### config.mk
export PLATFORM = sky130hd
export DESIGN_NAME = hall_call_dispatcher
export DESIGN_NICKNAME = d
export VERILOG_FILES = /design/src/rtl/elevator_pkg.sv /design/src/rtl/hall_call_rr_arbiter.sv /design/src/rtl/hall_call_dispatcher.sv
export SDC_FILE = /design/constraint.sdc
export NUM_CORES = 1
export LEC_CHECK = 0
export CAP_MARGIN = 15
export CORE_MARGIN = 4
export CORE_UTILIZATION = 58
export DETAILED_ROUTE_END_ITERATION = 8
export PLACE_DENSITY_LB_ADDON = 0.25
export SLEW_MARGIN = 20
export SYNTH_ARGS = -nofsm -noshare
export SYNTH_HDL_FRONTEND = slang
export SYNTH_SLANG_ARGS = --single-unit
### constraint.sdc
create_clock -name clk -period 6.31 [get_ports clk]
set_clock_uncertainty 0.2 [all_clocks]
set_input_delay 1.5775 -clock clk [delete_from_list [all_inputs] [get_ports clk]]
set_output_delay 1.5775 -clock clk [all_outputs]
set_load 0.05 [all_outputs]
### src/rtl/elevator_pkg.sv
// elevator_pkg: shared floor type, hall FSM states, direction codes and a popcount helper.
package elevator_pkg;

    localparam int NUM_FLOORS_MAX = 8;

    typedef logic [2:0] floor_t;

    typedef enum logic [1:0] {IDLE, ISSUE, HOLDOFF} hall_fsm_t;

    localparam logic DIR_UP = 1'b1;
    localparam logic DIR_DN = 1'b0;

    function automatic logic [3:0] count_bits(input logic [NUM_FLOORS_MAX-1:0] v);
        count_bits = '0;
        for (int i = 0; i < NUM_FLOORS_MAX; i++)
            count_bits += {3'b000, v[i]};
    endfunction

endpackage

### src/rtl/hall_call_rr_arbiter.sv
// hall_call_rr_arbiter: combinational round-robin pick, searching from pointer+1 and wrapping.
module hall_call_rr_arbiter
    import elevator_pkg::*;
#(
    parameter int NUM_FLOORS = 7
) (
    input  logic [NUM_FLOORS-1:0] request,
    input  floor_t                pointer,
    output logic                  grant_valid,
    output floor_t                grant_floor
);

    // Walk from the farthest candidate back to the nearest so the nearest wins.
    always_comb begin
        grant_valid = |request;
        grant_floor = '0;
        for (int i = NUM_FLOORS; i >= 1; i--)
            if (request[floor_t'((int'(pointer) + i) % NUM_FLOORS)])
                grant_floor = floor_t'((int'(pointer) + i) % NUM_FLOORS);
    end

endmodule

### src/rtl/hall_call_dispatcher.sv
// hall_call_dispatcher: latches hall buttons, drives lamps and issues each new call once
// to the car as a one-cycle hall_r_nwr strobe; retires calls the car has serviced.
module hall_call_dispatcher
    import elevator_pkg::*;
#(
    parameter int NUM_FLOORS     = 7,
    parameter int HOLDOFF_CYCLES = 2
) (
    input  logic                  clk,
    input  logic                  reset,
    input  logic [NUM_FLOORS-1:0] hall_up_btn,
    input  logic [NUM_FLOORS-1:0] hall_dn_btn,
    input  floor_t                car_current_floor,
    input  logic                  car_dir,
    input  logic                  car_queue_empty,
    output logic                  hall_r_nwr,
    output floor_t                hall_request_floor,
    output logic [NUM_FLOORS-1:0] hall_up_lamp,
    output logic [NUM_FLOORS-1:0] hall_dn_lamp,
    output logic [3:0]            pending_count
);

    logic [NUM_FLOORS-1:0] up_pend, dn_pend, up_iss, dn_iss;
    logic [NUM_FLOORS-1:0] up_pend_n, dn_pend_n, up_iss_n, dn_iss_n;
    logic [NUM_FLOORS-1:0] req, at_car, sel_oh, up_ret, dn_ret, up_set, dn_set;
    hall_fsm_t             state, state_n;
    floor_t                ptr, sel, grant_floor;
    logic                  grant_valid, issuing;
    logic [3:0]            cnt;

    assign req          = (up_pend & ~up_iss) | (dn_pend & ~dn_iss);
    assign issuing      = state == ISSUE;
    assign hall_up_lamp = up_pend;
    assign hall_dn_lamp = dn_pend;

    hall_call_rr_arbiter #(.NUM_FLOORS(NUM_FLOORS)) u_arb (
        .request     (req),
        .pointer     (ptr),
        .grant_valid (grant_valid),
        .grant_floor (grant_floor)
    );

    // A car floor outside 0..NUM_FLOORS-1 matches no bit, so it retires nothing.
    always_comb begin
        at_car = '0;
        sel_oh = '0;
        for (int f = 0; f < NUM_FLOORS; f++) begin
            at_car[f] = car_current_floor == floor_t'(f);
            sel_oh[f] = sel == floor_t'(f);
        end
    end

    // Press wins over retire: pend is re-set while iss clears, forcing a re-issue.
    always_comb begin
        up_ret    = at_car & up_iss & {NUM_FLOORS{car_dir == DIR_UP || car_queue_empty}};
        dn_ret    = at_car & dn_iss & {NUM_FLOORS{car_dir == DIR_DN || car_queue_empty}};
        up_set    = {NUM_FLOORS{issuing}} & sel_oh & up_pend & ~up_iss;
        dn_set    = {NUM_FLOORS{issuing}} & sel_oh & dn_pend & ~dn_iss;
        up_pend_n = (up_pend & ~up_ret) | hall_up_btn;
        dn_pend_n = (dn_pend & ~dn_ret) | hall_dn_btn;
        up_iss_n  = (up_iss & ~up_ret) | up_set;
        dn_iss_n  = (dn_iss & ~dn_ret) | dn_set;
    end

    always_comb begin
        state_n = state;
        case (state)
            IDLE:    state_n = grant_valid ? ISSUE : IDLE;
            ISSUE:   state_n = HOLDOFF;
            HOLDOFF: state_n = (cnt <= 4'd1) ? IDLE : HOLDOFF;
            default: state_n = IDLE;
        endcase
    end

    always_ff @(posedge clk or posedge reset) begin
        if (reset) begin
            up_pend            <= '0;
            dn_pend            <= '0;
            up_iss             <= '0;
            dn_iss             <= '0;
            state              <= IDLE;
            ptr                <= '0;
            sel                <= '0;
            cnt                <= '0;
            hall_r_nwr         <= 1'b0;
            hall_request_floor <= '0;
            pending_count      <= '0;
        end else begin
            up_pend       <= up_pend_n;
            dn_pend       <= dn_pend_n;
            up_iss        <= up_iss_n;
            dn_iss        <= dn_iss_n;
            state         <= state_n;
            hall_r_nwr    <= issuing;
            pending_count <= count_bits(NUM_FLOORS_MAX'(up_pend_n)) + count_bits(NUM_FLOORS_MAX'(dn_pend_n));
            if (state == IDLE && grant_valid)
                sel <= grant_floor;
            if (issuing) begin
                hall_request_floor <= sel;
                ptr                <= sel;
                cnt                <= 4'(HOLDOFF_CYCLES);
            end else if (state == HOLDOFF) begin
                cnt <= cnt - 4'd1;
            end
        end
    end

endmodule

# Yosys cells after proc, flatten, opt, wreduce, memory -nomap -nowiden
# Index checks and enable logic that the tools add are counted.
[op_classes]
order_cmp = 8
div = 7
n_reduce_logical = 8
bitwise = 25
n_eq_ne = 14
add_sub_neg = 21
muxes = 26
[ops]
columns = ["operator", "count"]
rows = [
  ["32-bit by 4-bit modulo with 32-bit output (second input constant)", 7],
  ["7-bit bitwise AND", 15],
  ["7-bit bitwise OR", 5],
  ["3-bit by 4-bit < comparator with 1-bit output (second input constant)", 7],
  ["7-bit inverter", 4],
  ["4-bit by 1-bit adder with 4-bit output", 6],
  ["1-bit binary-select mux with 3-bit select", 7],
  ["3-bit 2-to-1 mux", 7],
  ["3-bit == test (second input constant)", 6],
  ["3-bit by 3-bit adder with 4-bit output (second input constant)", 4],
  ["3-bit by 2-bit == test with 1-bit output (second input constant)", 4],
  ["3-bit by 1-bit adder with 4-bit output", 2],
  ["3-bit by 2-bit adder with 4-bit output (second input constant)", 2],
  ["1-bit 2-to-1 mux", 8],
  ["4-bit 2-to-1 mux", 2],
  ["7-bit OR reduction", 1],
  ["2-bit by 1-bit adder with 3-bit output", 2],
  ["3-bit by 1-bit == test with 1-bit output (second input constant)", 2],
  ["3-bit zero test", 2],
  ["2-bit one-hot mux with 3 select lines", 1],
  ["1-bit by 1-bit adder with 2-bit output", 2],
  ["3-bit by 1-bit adder with 4-bit output (second input constant)", 1],
  ["4-bit adder", 1],
  ["4-bit by 1-bit less-or-equal comparator with 1-bit output (second input constant)", 1],
  ["other kinds (9)", 10],
]
[totals]
output_inout_bits = 22
elab_cells = 119
in_bits = 21
register_bits = 45

# Logic depth before layout (Yosys ltp)
[depth]
ltp_word = 13
ltp_mapped = 20
depth_no_buf = 17

# By module
# From an unflattened synthesis, not the netlist that was laid out.
[hier_totals]
cells_unflattened = 476
hier_area_um2 = 4347.9
[by_module_without_submodules]
columns = ["module", "area_per_inst_um2", "instances", "cells_per_inst", "seq_area_each_um2"]
rows = [
  ["hall_call_dispatcher", 2376.0, 1, 218, 1126.1],
  ["hall_call_rr_arbiter", 1971.9, 1, 258, 0.0],
]

# Worst setup path before layout
# No wires, ideal clock.
[synth_timing]
path_kind = "input to register"
from = "input port car_queue_empty"
to = "register pending_count[2]"
arrival_time_ns = 4.982
slack_ns = 1.005
setup_time_ns = 0.123
path_stages = 14
path_cell_list = "inv_1 > a21boi_0 > nand3_1 > a21o_1 > inv_1 > fa_1 > inv_1 > fa_1 > fa_1 > fa_1 > ha_1 > inv_1 > fa_1 > xnor2_1"
[synth_rtl]
columns = ["element", "line", "text"]
rows = [
  ["start, declared", "hall_call_dispatcher.sv:15", "input logic car_queue_empty,"],
  ["1-bit logical OR", "hall_call_dispatcher.sv:56", "dn_ret = at_car & dn_iss & {NUM_FLOORS{car_dir == DIR_DN || car_queue_empty}};"],
  ["7-bit bitwise AND", "hall_call_dispatcher.sv:56", ""],
  ["7-bit inverter", "hall_call_dispatcher.sv:60", "dn_pend_n = (dn_pend & ~dn_ret) | hall_dn_btn;"],
  ["7-bit bitwise AND", "hall_call_dispatcher.sv:60", ""],
  ["7-bit bitwise OR", "hall_call_dispatcher.sv:60", ""],
  ["via dn_pend_n[2]", "hall_call_dispatcher.sv:24", "logic [NUM_FLOORS-1:0] up_pend_n, dn_pend_n, up_iss_n, dn_iss_n;"],
  ["2-bit by 1-bit adder with 3-bit output", "elevator_pkg.sv:16", "count_bits += {3'b000, v[i]};"],
  ["3-bit by 1-bit adder with 4-bit output", "elevator_pkg.sv:16", ""],
  ["4-bit by 1-bit adder with 4-bit output (3 in series)", "elevator_pkg.sv:16", ""],
  ["4-bit adder", "hall_call_dispatcher.sv:95", "pending_count <= count_bits(NUM_FLOORS_MAX'(up_pend_n)) + count_bits(NUM_FLOORS_MAX'(dn_pend_n));"],
  ["end signal, assigned", "hall_call_dispatcher.sv:95", ""],
  ["end, declared", "hall_call_dispatcher.sv:20", "output logic [3:0] pending_count"],
]
# The timed path passes the listed nets, and every way through them passes these cells.
# A chain may end at the register's enable or synchronous reset.

# Worst setup path after layout
[layout_timing]
from = "input port car_current_floor[0]"
to = "register pending_count[2]"
[layout_rtl]
columns = ["element", "line", "text"]
rows = [
  ["start, declared", "hall_call_dispatcher.sv:13", "input floor_t car_current_floor,"],
  ["3-bit by 2-bit == test with 1-bit output", "hall_call_dispatcher.sv:48", "at_car[f] = car_current_floor == floor_t'(f);"],
  ["7-bit bitwise AND (2 in series)", "hall_call_dispatcher.sv:56", ""],
  ["7-bit inverter", "hall_call_dispatcher.sv:60", ""],
  ["7-bit bitwise AND", "hall_call_dispatcher.sv:60", ""],
  ["7-bit bitwise OR", "hall_call_dispatcher.sv:60", ""],
  ["via dn_pend_n[2]", "hall_call_dispatcher.sv:24", ""],
  ["2-bit by 1-bit adder with 3-bit output", "elevator_pkg.sv:16", ""],
  ["3-bit by 1-bit adder with 4-bit output", "elevator_pkg.sv:16", ""],
  ["4-bit by 1-bit adder with 4-bit output (3 in series)", "elevator_pkg.sv:16", ""],
  ["4-bit adder", "hall_call_dispatcher.sv:95", ""],
]
# The timed path passes the listed nets, and every way through them passes these cells.

==> results by group <==
Synth
  • FFs w/ async S/R, synth: 100%
  • Yosys Warn Count: 0
  • Cell taking the most area after synthesis: dfrtp_1
  • Post-synth cell types: 67
  • Syn avg cell area: 8.70 um^2
  • Post-synth EDFFs: 0
  • Post-Synthesis Cell Area: 4160 um^2
  • Area contributors post-synth: dfrtp_1 27%, ha_1 9.0%, nand2_1 4.8%
  • Syn Nets: 538
  • Synthesized flop and latch total: 45
  • Top_reg_cell synth: dfrtp_1
  • Synthesized instance count: 478
  • Register area share after synthesis: approximately 27%
  • Synth top area share: 27.1%

Clock network
  • Resize count post-CTS: 0
  • CTS Hold Bufs: 0
  • Root Buffer: clkbuf_8
  • Worst-path clk slew: around 0.090 ns
  • TritonCTS clock tree: done
  • H-tree depth: 2
  • Clock sink total: 45
  • CTS max path bufs: 2
  • Num CTS Buffers: 5
  • Worst skew pair latency: 0.30 ns
  • Post-CTS Setup Bufs: 0

Setup path
  • Most used cell, CP: fa_1
  • Crit. End Element: flop
  • Crit-path leading delay family: adder cells
  • Worst setup path category: input port to flop
  • Slowest library cell on the worst path: fa_1
  • Reg2reg setup slack: 1.22 ns
  • R2R Path End: sel[0]$_DFFE_PP0P_
  • Max stage delay on crit path: around 0.53 ns
  • Critical path required time: 6.30 ns
  • Critical path data arrival time: about 5.6 ns
  • CP startpoint kind: input port
  • CP Max Fanout: 6
  • Worst Path Buf+Inv: 5
  • Ordered cell list for the critical path: clkdlybuf4s50_1, nor2_1, buf_4, nand3_1, a21o_1, inv_1, fa_1, inv_1, fa_1, fa_1, fa_1, ha_1, inv_1, fa_1, xnor2_1
  • FF-to-FF path depth: 15
  • R2R Path Start: ptr[1]$_DFFE_PP0P_

Detailed routing
  • Vias: 3823
  • Routed len/inst: 17.9 um
  • First-iteration detailed-routing DRC count: 282
  • Vias per inst: 6.17
  • # DRC: 0
  • ANT nets after route: 0
  • Final WL: 11.1 mm
  • First drt pass iteration count: 5

Cells and area
  • # fillers: approximately 560
  • Core Util, Final: 69.7%
  • Antenna cell count: 0
  • P&R area growth vs syn: 15.1%
  • # nets final: 583
  • Layout cells sized above 1: ~6.5%
  • Final instance area: ~4800 um^2

Timing
  • Number of max-slew violations in the final report: 0
  • Fin crit share: 89.0%
  • Hold Violations, Final: 0
  • Relative slew slack: 38.8%
  • Worst Max-Slew Pin Slew: 0.917 ns
  • Post-layout min period: 5.61 ns
  • Fmax achieved: 0.178 GHz
  • Setup-failing EPs final: 0
  • Setup TNS: 0 ns
  • RSZ-0062 raised after global routing: no

Die
  • Die ar.: between 8000 and 9000 um^2
  • # rows: 30
  • CORE AREA: 6870 um^2
  • Chip Height: 92.7 um
  • Initial Util: 60.6%
  • Top-Level Pins: 43
  • Die span in x: about 93 um

Placement
  • Gpl congestion: 0.948
  • Dpl cell area: 4700 um^2
  • DP HPWL: between 8 and 9 mm
  • Quantity of I/O buffers inserted on ports: 42

Hold path
  • Worst hold stages: 2
  • Worst Hold End: dn_iss[4]$_DFF_PP0_
  • HP Class: flop to flop
  • Hold Crit Start: dn_iss[4]$_DFF_PP0_

GRT
  • First-pass GRT wire length: 18.4 mm
  • GR Util All Layers: 26.9%
  • Initial antenna violation count: 0
  • Vias in the first global route: 3767
  • Total grt overflow: 0
  • Largest net degree at the start of global routing: 46

Run status
  • Status: completed

Run
  • Max-cap violation count: 0
[worst min-delay path: cells and delay by family (launching register included)]
| kind | cells | cell delay (ns) |
|---|---|---|
| flip-flops | 1 | 0.37 |
| AO/OA/AOI/OAI | 1 | 0.06 |
| AND/OR/NAND/NOR | 1 | 0.05 |
[stage by stage]
step | instances | hold slack, ns | setup slack, ns
after floorplan | 478 | 0.253 | 1.01
after global placement | 612 | 0.271 | 0.470
final | 620 | 0.310 | 0.696
after global routing | 620 | 0.326 | 0.466
after detailed placement | 612 | 0.285 | 0.373
after CTS | 620 | 0.304 | 0.688
[placed cells by master, fill, tap and decap left out, drive strengths merged, types with 8 or more instances in the layout]
cell	n
nand2	53
nand2b	15
dfrtp	45
xnor2	18
a31oi	8
mux2i	18
nand3	25
nor2	20
o21ai	31
a21o	19
buf	9
nor2b	8
nor3	10
clkdlybuf4s50	42
inv	37
a21oi	21
ha	30
fa	9
[cell usage after synthesis, types with 3 or more instances]
master     n
fa_1       9
o21ai_1    6
buf_2      3
nand3b_1   4
nor2_1    20
nand2_1   53
mux2_2     5
mux2i_1   18
o21a_1     6
ha_1      30
nand2b_1  15
nand3_1   25
o22ai_1    3
and3_1     3
o41ai_1    3
nand4b_1   4
dfrtp_1   45
nand4_1    5
a21o_1    19
clkbuf_1   7
o22a_1     3
a31oi_1    7
inv_1     36
o21ai_0   24
a21boi_0   4
a21oi_1   20
nor3b_1    3
a211oi_1   7
a311oi_1   3
nor2b_1    8
a22o_1     4
mux4_2     3
o31ai_1    3
xnor2_1   16
o211ai_1   5
nor3_1    10
[state kept, by name (all words and copies together) (netlist names)]
name,count
dn_iss,7
hall_r_nwr,1
state,2
ptr,3
hall_dn_lamp,7
sel,3
cnt,4
hall_up_lamp,7
pending_count,4
up_iss,7
[logic make-up after synthesis]
group,count (synthesis),share of synthesized area (%)
compound gates,139,23.2
xor+xnor,20,5.11
fa+ha+maj,39,13.4
buf+inv,52,5.17
flops,45,27.1
mux,26,7.31
simple gates,157,18.8
[area by class of cell]
type | count | area [um^2] | share of cell area (%)
clock inverter | 1 | 7.51 | 0.157
inverter | 39 | 151 | 3.16
clock buffer | 7 | 76.3 | 1.59
tap | 96 | 120 | 2.51
timing repair buffer | 51 | 488 | 10.2
multi-input combinational | 381 | 2820 | 58.9
sequential | 45 | 1130 | 23.5
[worst max path at each step]
stage | cells after the start | startpoint | endpoint | slack (ns)
after floorplan | 14 | car_queue_empty | pending_count[2]$_DFF_PP0_ | 1.01
after global placement | 15 | car_dir | pending_count[1]$_DFF_PP0_ | 0.47
after detailed placement | 15 | car_dir | pending_count[2]$_DFF_PP0_ | 0.37
after CTS | 15 | car_dir | pending_count[2]$_DFF_PP0_ | 0.69
after global routing | 15 | car_dir | pending_count[2]$_DFF_PP0_ | 0.47
final | 15 | car_current_floor[0] | pending_count[2]$_DFF_PP0_ | 0.70
[layer usage]
metal	track usage [%]	vias up	share of wire, %
met5	0	-	0
met4	8.06	0	2.4
met3	5.12	31	6.5
met2	43.1	169	46
met1	37.0	1805	45
li1	-	1818	-
Power is left out: the tool's default activity adds up to more than one toggle a clock period on the data nets, which glitch-free logic cannot reach.
